$ cat src/rtl/panel_row_shifter.sv
// panel_row_shifter: shifts one row word MSB-first into daisy-chained LED drivers,
// then blanks the panel, switches the row select and pulses LATCH.
module panel_row_shifter #(
   parameter int DATA_WIDTH   = 48,
   parameter int ROW_BITS     = 4,
   parameter int CLK_DIV      = 4,
   parameter int BLANK_CYCLES = 8
) (
   input  logic                  CLOCK_50,
   input  logic                  RESET,
   input  logic [DATA_WIDTH-1:0] row_data,
   input  logic [ROW_BITS-1:0]   row_addr,
   input  logic                  row_valid,
   output logic                  row_ready,
   output logic                  SER,
   output logic                  SCLK,
   output logic                  LATCH,
   output logic                  BLANK,
   output logic [ROW_BITS-1:0]   ROW,
   output logic                  busy
);
   localparam int CMAX = CLK_DIV > BLANK_CYCLES ? CLK_DIV : BLANK_CYCLES;
   localparam int CW   = $clog2(CMAX) + 1;
   localparam int BW   = $clog2(DATA_WIDTH);

   typedef enum logic [1:0] {S_IDLE, S_SHIFT, S_BLANK, S_LATCH} state_t;

   state_t                state, state_d;
   logic [CW-1:0]         cnt, cnt_d;
   logic [BW-1:0]         bit_cnt, bit_d;
   logic                  phase, phase_d;
   logic [DATA_WIDTH-2:0] rest, rest_d;
   logic [ROW_BITS-1:0]   pending, pend_d, row_d;
   logic                  shown, shown_d;
   logic                  ser_d, sclk_d, latch_d, blank_d;
   logic                  hs, tick, last_bit;

   assign row_ready = state == S_IDLE && !RESET;
   assign busy      = state != S_IDLE;
   assign hs        = row_valid && row_ready;
   assign tick      = cnt == (state == S_BLANK ? CW'(BLANK_CYCLES - 1) : CW'(CLK_DIV - 1));
   assign last_bit  = bit_cnt == BW'(DATA_WIDTH - 1);

   always_ff @(posedge CLOCK_50)
      state <= RESET ? S_IDLE : state_d;

   always_comb begin
      state_d = state;
      case (state)
         S_IDLE:  state_d = hs ? S_SHIFT : S_IDLE;
         S_SHIFT: state_d = tick && phase && last_bit ? S_BLANK : S_SHIFT;
         S_BLANK: state_d = tick ? S_LATCH : S_BLANK;
         S_LATCH: state_d = tick ? S_IDLE : S_LATCH;
         default: state_d = S_IDLE;
      endcase
   end

   // SER is the top of the shift register; the last shift leaves it zero.
   always_comb begin
      {ser_d, rest_d} = {SER, rest};
      sclk_d  = SCLK;
      latch_d = LATCH;
      blank_d = BLANK;
      row_d   = ROW;
      shown_d = shown;
      pend_d  = pending;
      phase_d = phase;
      bit_d   = bit_cnt;
      cnt_d   = tick ? '0 : cnt + 1'b1;
      case (state)
         S_IDLE: begin
            cnt_d   = '0;
            blank_d = !shown;
            if (hs) begin
               {ser_d, rest_d} = row_data;
               pend_d  = row_addr;
               bit_d   = '0;
               phase_d = 1'b0;
            end
         end
         S_SHIFT: if (tick) begin
            phase_d = !phase;
            sclk_d  = !phase;
            if (phase) begin
               {ser_d, rest_d} = {rest, 1'b0};
               bit_d   = bit_cnt + 1'b1;
               blank_d = last_bit | BLANK;
            end
         end
         S_BLANK: if (tick) begin
            latch_d = 1'b1;
            row_d   = pending;
         end
         S_LATCH: if (tick) begin
            latch_d = 1'b0;
            blank_d = 1'b0;
            shown_d = 1'b1;
         end
         default: ;
      endcase
   end

   always_ff @(posedge CLOCK_50) begin
      if (RESET) begin
         SER     <= 1'b0;
         rest    <= '0;
         SCLK    <= 1'b0;
         LATCH   <= 1'b0;
         BLANK   <= 1'b1;
         ROW     <= '0;
         shown   <= 1'b0;
         pending <= '0;
         phase   <= 1'b0;
         bit_cnt <= '0;
         cnt     <= '0;
      end else begin
         SER     <= ser_d;
         rest    <= rest_d;
         SCLK    <= sclk_d;
         LATCH   <= latch_d;
         BLANK   <= blank_d;
         ROW     <= row_d;
         shown   <= shown_d;
         pending <= pend_d;
         phase   <= phase_d;
         bit_cnt <= bit_d;
         cnt     <= cnt_d;
      end
   end
endmodule

$ cat config.mk
export PLATFORM = sky130hd
export DESIGN_NAME = panel_row_shifter
export DESIGN_NICKNAME = d
export VERILOG_FILES = /design/src/rtl/panel_row_shifter.sv
export SDC_FILE = /design/constraint.sdc
export NUM_CORES = 1
export LEC_CHECK = 0
export CAP_MARGIN = 25
export CORE_MARGIN = 3
export CORE_UTILIZATION = 48
export DETAILED_ROUTE_END_ITERATION = 12
export PLACE_DENSITY_LB_ADDON = 0.15
export SKIP_LAST_GASP = 1
export SYNTH_ARGS = -nofsm -noshare
export SYNTH_HDL_FRONTEND = slang
export SYNTH_SLANG_ARGS = --single-unit
$ cat constraint.sdc
create_clock -name CLOCK_50 -period 1.6 [get_ports CLOCK_50]
set_clock_uncertainty 0.1 [all_clocks]
set_input_delay 0.32 -clock CLOCK_50 [delete_from_list [all_inputs] [get_ports CLOCK_50]]
set_output_delay 0.32 -clock CLOCK_50 [all_outputs]
set_load 0.02 [all_outputs]
# Word level (Yosys, flattened, before mapping)

Index checks and enable logic that the tools add are counted.

Output and inout port bits: 10
Bits of input ports: 55
Word-level logic and storage cells: 73
Bits in registers: 73

Equality and inequality tests: 10
Add/sub/neg operators: 2
Bitwise operators: 1
Mux-type cells: 27
Reductions and logical operators: 21

Operators by type and width:

| operator                                                       | count |
|---|---|
| 47-bit two-way mux                                             | 3 |
| 47-bit case mux with 2 select lines                            | 1 |
| 6-bit two-way mux                                              | 3 |
| 6-bit case mux with 2 select lines                             | 1 |
| 1-bit two-way mux                                              | 11 |
| 2-bit inequality test (second input constant)                  | 5 |
| 2-bit case mux with 4 select lines                             | 1 |
| 2-bit AND reduction                                            | 4 |
| 4-bit AND reduction                                            | 2 |
| 6-bit by 1-bit adder with 6-bit output (second input constant) | 1 |
| 6-bit == test (second input constant)                          | 1 |
| 1-bit case mux with 2 select lines                             | 3 |
| 3-bit AND reduction                                            | 2 |
| 2-bit nonzero test                                             | 3 |
| 4-bit by 1-bit adder with 4-bit output (second input constant) | 1 |
| 2-bit == test (second input constant)                          | 2 |
| 4-bit by 3-bit == test with 1-bit output                       | 1 |
| 1-bit logical AND                                              | 4 |
| 2-bit two-way mux                                              | 2 |
| 1-bit zero test                                                | 3 |
| 3-bit two-way mux                                              | 1 |
| 1-bit case mux with 3 select lines                             | 1 |
| 3-bit nonzero test                                             | 1 |
| 3-bit OR reduction                                             | 1 |
| 3 further kinds                                                | 3 |

# Logic depth before layout (Yosys ltp)

Word-level depth: 7
Gate-level depth with buffers: 8

# Worst setup path after synthesis

Ideal clock, no wire load.

Kind: reg-to-reg
From: register cnt[0]
To: register rest[19]
Path slack: -0.092 ns
Setup time: 0.146 ns
Buffers on the path: 3
Stages on the path, launching flop included: 8
Data arrival time: 1.445 ns
Required time: 1.354 ns
Cell sequence: dfxtp_1 ha_1 nor3b_2 a21o_1 buf_6 buf_6 buf_6 a211oi_2

Longest elaborated chain between the ends: 3

RTL lines:

| element                                  | RTL line | source |
|---|---|---|
| start, declared                          | 29       | `logic [CW-1:0] cnt, cnt_d;` |
| start signal, assigned                   | 127      | `cnt <= cnt_d;` |
| 4-bit by 3-bit == test with 1-bit output | 41       | `assign tick = cnt == (state == S_BLANK ? CW'(BLANK_CYCLES - 1) : CW'(CLK_DIV - 1));` |
| 2-bit inequality test (no line)          | --       |  |
| 4-bit AND reduction (no line)            | --       |  |
| end signal, assigned                     | 118      | `rest <= rest_d;` |
| end, declared                            | 32       | `logic [DATA_WIDTH-2:0] rest, rest_d;` |

No other way between the ends.
A chain may end at the register's enable or synchronous reset.

# Final worst setup path

From: register cnt[1]
To: register rest[16]

Same word-level chain as after synthesis.

==> metrics.md <==
| Metric | Value |
|---|---|
| Status | finished with violations |
| Failing checks | setup timing |
| Setup crit end kind | flop |
| CTS sink cnt | 73 |
| Min-delay src | shown |
| Die Span X | approximately 94 um |
| Clock Path Buffers | 2 |
| Commonest cells after routing, fill and taps aside | 68 x dfxtp_1, 55 x a21oi_1, 53 x clkdlybuf4s50_1 |
| Global-route usage over all layers | 22.99% |
| Post-route insts no fill | 595 |
| Num rows | 31 |
| Core area | 7408 um^2 |
| Worst EP required | 1770 ps |
| Global Route met2 Usage | ~39% |
| Final #Nets | 548 |
| CTS clk-pin slew, worst paths | around 80 ps |
| First-pass GRT wire length | 16,310 um |
| Synth Register Bits | between 70 and 80 |
| Commonest non-fill, non-tap cell in the layout | dfxtp_1 |
| Worst Path Max Fanout | 8 |
| Fillers | 565 |
| FF-to-FF Start | cnt[1] |
| Worst-margin pin slew | 520.2 ps |
| Hold/Removal Path Class | reg2reg |
| Max-cap violations | 0 |
| Net Count, Synth | around 470 |
| Die area | 8900 um^2 |
| Slew Limit Headroom | between 60% and 70% |
| Top_reg_cell synth | dfxtp_1 |
| Root Buffer Master | clkbuf_8 |
| Antenna diode count | 0 |
| DRT iter0 DRCs | 196 |
| Slew Limit Fails | 0 |
| RSZ-0062 raised after global routing | true |
| Port buffer count | 64 |
| Min Tclk post-route | approximately 1700 ps |
| Final setup viols | 35 |
| Global placer's final weighted congestion | 0.7639 |
| Area Growth Syn to Fin | 41.22% |
| Distinct cells, synth | 39 |
| GR Util met1 | 29.12% |
| Synth warn | 0 |
| CTS tree | built |
| Area contributors post-synth | dfxtp_1 39%, a211oi_2 16%, nand3b_1 9.8%, a21oi_1 8.0%, o21ai_0 6.8% |
| Pleak | 1.776 nW |
| Final worst slack | -107.6 ps |
| Grt total ovfl | 0 |
| Placed Cells | about 560 |
| Vias in the first global route | 3,407 |
| # H-tree levels | 3 |
| Final hold vios | 0 |
| Num CTS Buffers | 9 |
| WP data arrival | approximately 1900 ps |
| I/O pins | 65 |
| Synth Area per Inst | between 9 and 10 um^2 |
| Via count | 3,505 |
| Worst hold slack | 357.5 ps |
| M3 GR Usage | 4.462% |
| Largest area contributor in the netlist | dfxtp_1 |
| Maximum VDD drop | 517.8 uV |
| DRC viols | 0 |
| Pwr Density | roughly 980 nW/um^2 |
| Synth Instances | 411 |
| Worst skew pair latency | between 300 and 400 ps |
| Total Wirelength | around 10,000 um |
| Post-synthesis async set-or-reset flop share | 0% |
| Layout cell share with drive strength beyond 1 | 28.23% |
| Crit path launch | cnt[1] |
| Post-route ant nets | 0 |
| Most used routing layer | met2 |
| Final HPWL DP | 5579 um |
| Netlist Area Pre-Place | 3746 um^2 |
| Initial core utilization | 50.57% |
| Pre-Repair DR Iteration Count | 5 |
| Crit Path Category | reg2reg |
| Largest net degree at the start of global routing | 45 |
| Drt wl/cell | 17.14 um |
| Initial antenna violation count | 0 |
| Post-synth EDFFs | 0 |
| Crit path launch type | flop |
| Seq/Total Area, Yosys | 39.01% |
| Drt via density | 5.891 |
| Fmax | 0.5856 GHz |
| Final critical-path share of the clock period | 106.7% |
| Worst R2R Setup Slack | -110 ps |
| Synth top area share | between 30% and 40% |
| DIE HEIGHT | between 90 and 100 um |
## critical path, cell delays in order, from the launching register on
cell,delay (ps)
dfxtp_2,340
ha_4,160
nor3b_4,150
a21o_4,300
buf_12,160
buf_16,130
buf_4,130
a211oi_2,170
## state kept, by name (all words and copies together) (netlist names)
signal   cells
BLANK        1
phase        1
rest        47
SCLK         1
ROW          4
bit_cnt      6
cnt          4
LATCH        1
shown        1
state        2
SER          1
pending      4
## cell families (layout without fill, tap and decap cells)
kind of cell | Yosys count | in the layout | synth area share, %
xor+xnor | 2 | 2 | 0.4677
buf+inv | 50 | 135 | 7.281
mux | 4 | 4 | 1.069
flops | 73 | 73 | 39.01
compound gates | 173 | 173 | 33.47
simple gates | 107 | 107 | 18.04
fa+ha+maj | 2 | 2 | 0.6679
## stage by stage
stage	cell area (um^2)	util, %	setup slack (ps)	TNS (ps)	total power, mW
floorplan	3770	-	4.906	0	2.701
global placement	4618	62.34	-334.6	-16780	3.027
detailed placement	4618	62.34	-410.0	-18960	3.048
CTS	5181	69.94	-127.3	-2076	5.075
global route	5290	71.41	-171.8	-5269	5.358
finish	5290	71.41	-107.6	-1546	5.160
## report_power, final
part / total [mW] / internal [mW] / switching, mW
Combinational: 1.28 / 0.624 / 0.652
Sequential: 1.99 / 1.93 / 0.0643
Clock: 1.89 / 1.19 / 0.702
Total: 5.16 / 3.74 / 1.42
## per-layer routing
| metal | wire length (um) | part of all wire [%] |
|---|---|---|
| met1 | 4448 | 44 |
| met3 | 578 | 5.7 |
| met4 | 201 | 2.0 |
| met5 | 0 | 0 |
| met2 | 4967 | 49 |
## cells in the mapped netlist, types with 2 or more instances
cell type / n
nand2_1: 16
buf_1: 2
nor3_1: 3
buf_2: 8
a21oi_1: 60
buf_4: 6
clkbuf_1: 22
buf_6: 7
o32ai_1: 2
nand4_1: 2
a21o_1: 3
nor4_1: 3
o21ai_1: 3
nand3_1: 4
ha_1: 2
mux2i_1: 4
a211oi_2: 47
o21ai_0: 51
dfxtp_1: 73
inv_1: 5
nor2_1: 16
nand2b_1: 7
nand3b_1: 49
## worst paths after layout
kind	end	cells past startpoint
setup / recovery	rest[16]	7
hold / removal	shown	2
setup reg to reg	rest[16]	7
hold reg to reg	shown	2
## final cells by class
class                           count  area, um^2  area share (%)
Tap cell                           99       123.9           2.342
Sequential cell                    73        1468           27.74
Inverter                            5       18.77          0.3548
Clock inverter                      6       130.1           2.460
Multi-Input combinational cell    288        2132           40.30
Clock buffer                       10       127.6           2.412
Timing Repair Buffer              114        1290           24.39
## timing repair
item                                    CTS  global route
gates cloned                              7             2
endpoints found under the setup margin   63            58
hold buffers                              0             0
pin swaps                                 7            12
setup buffers                             7             2
resized for setup                        31            21
No activity file was read; power rests on OpenSTA's default activity.
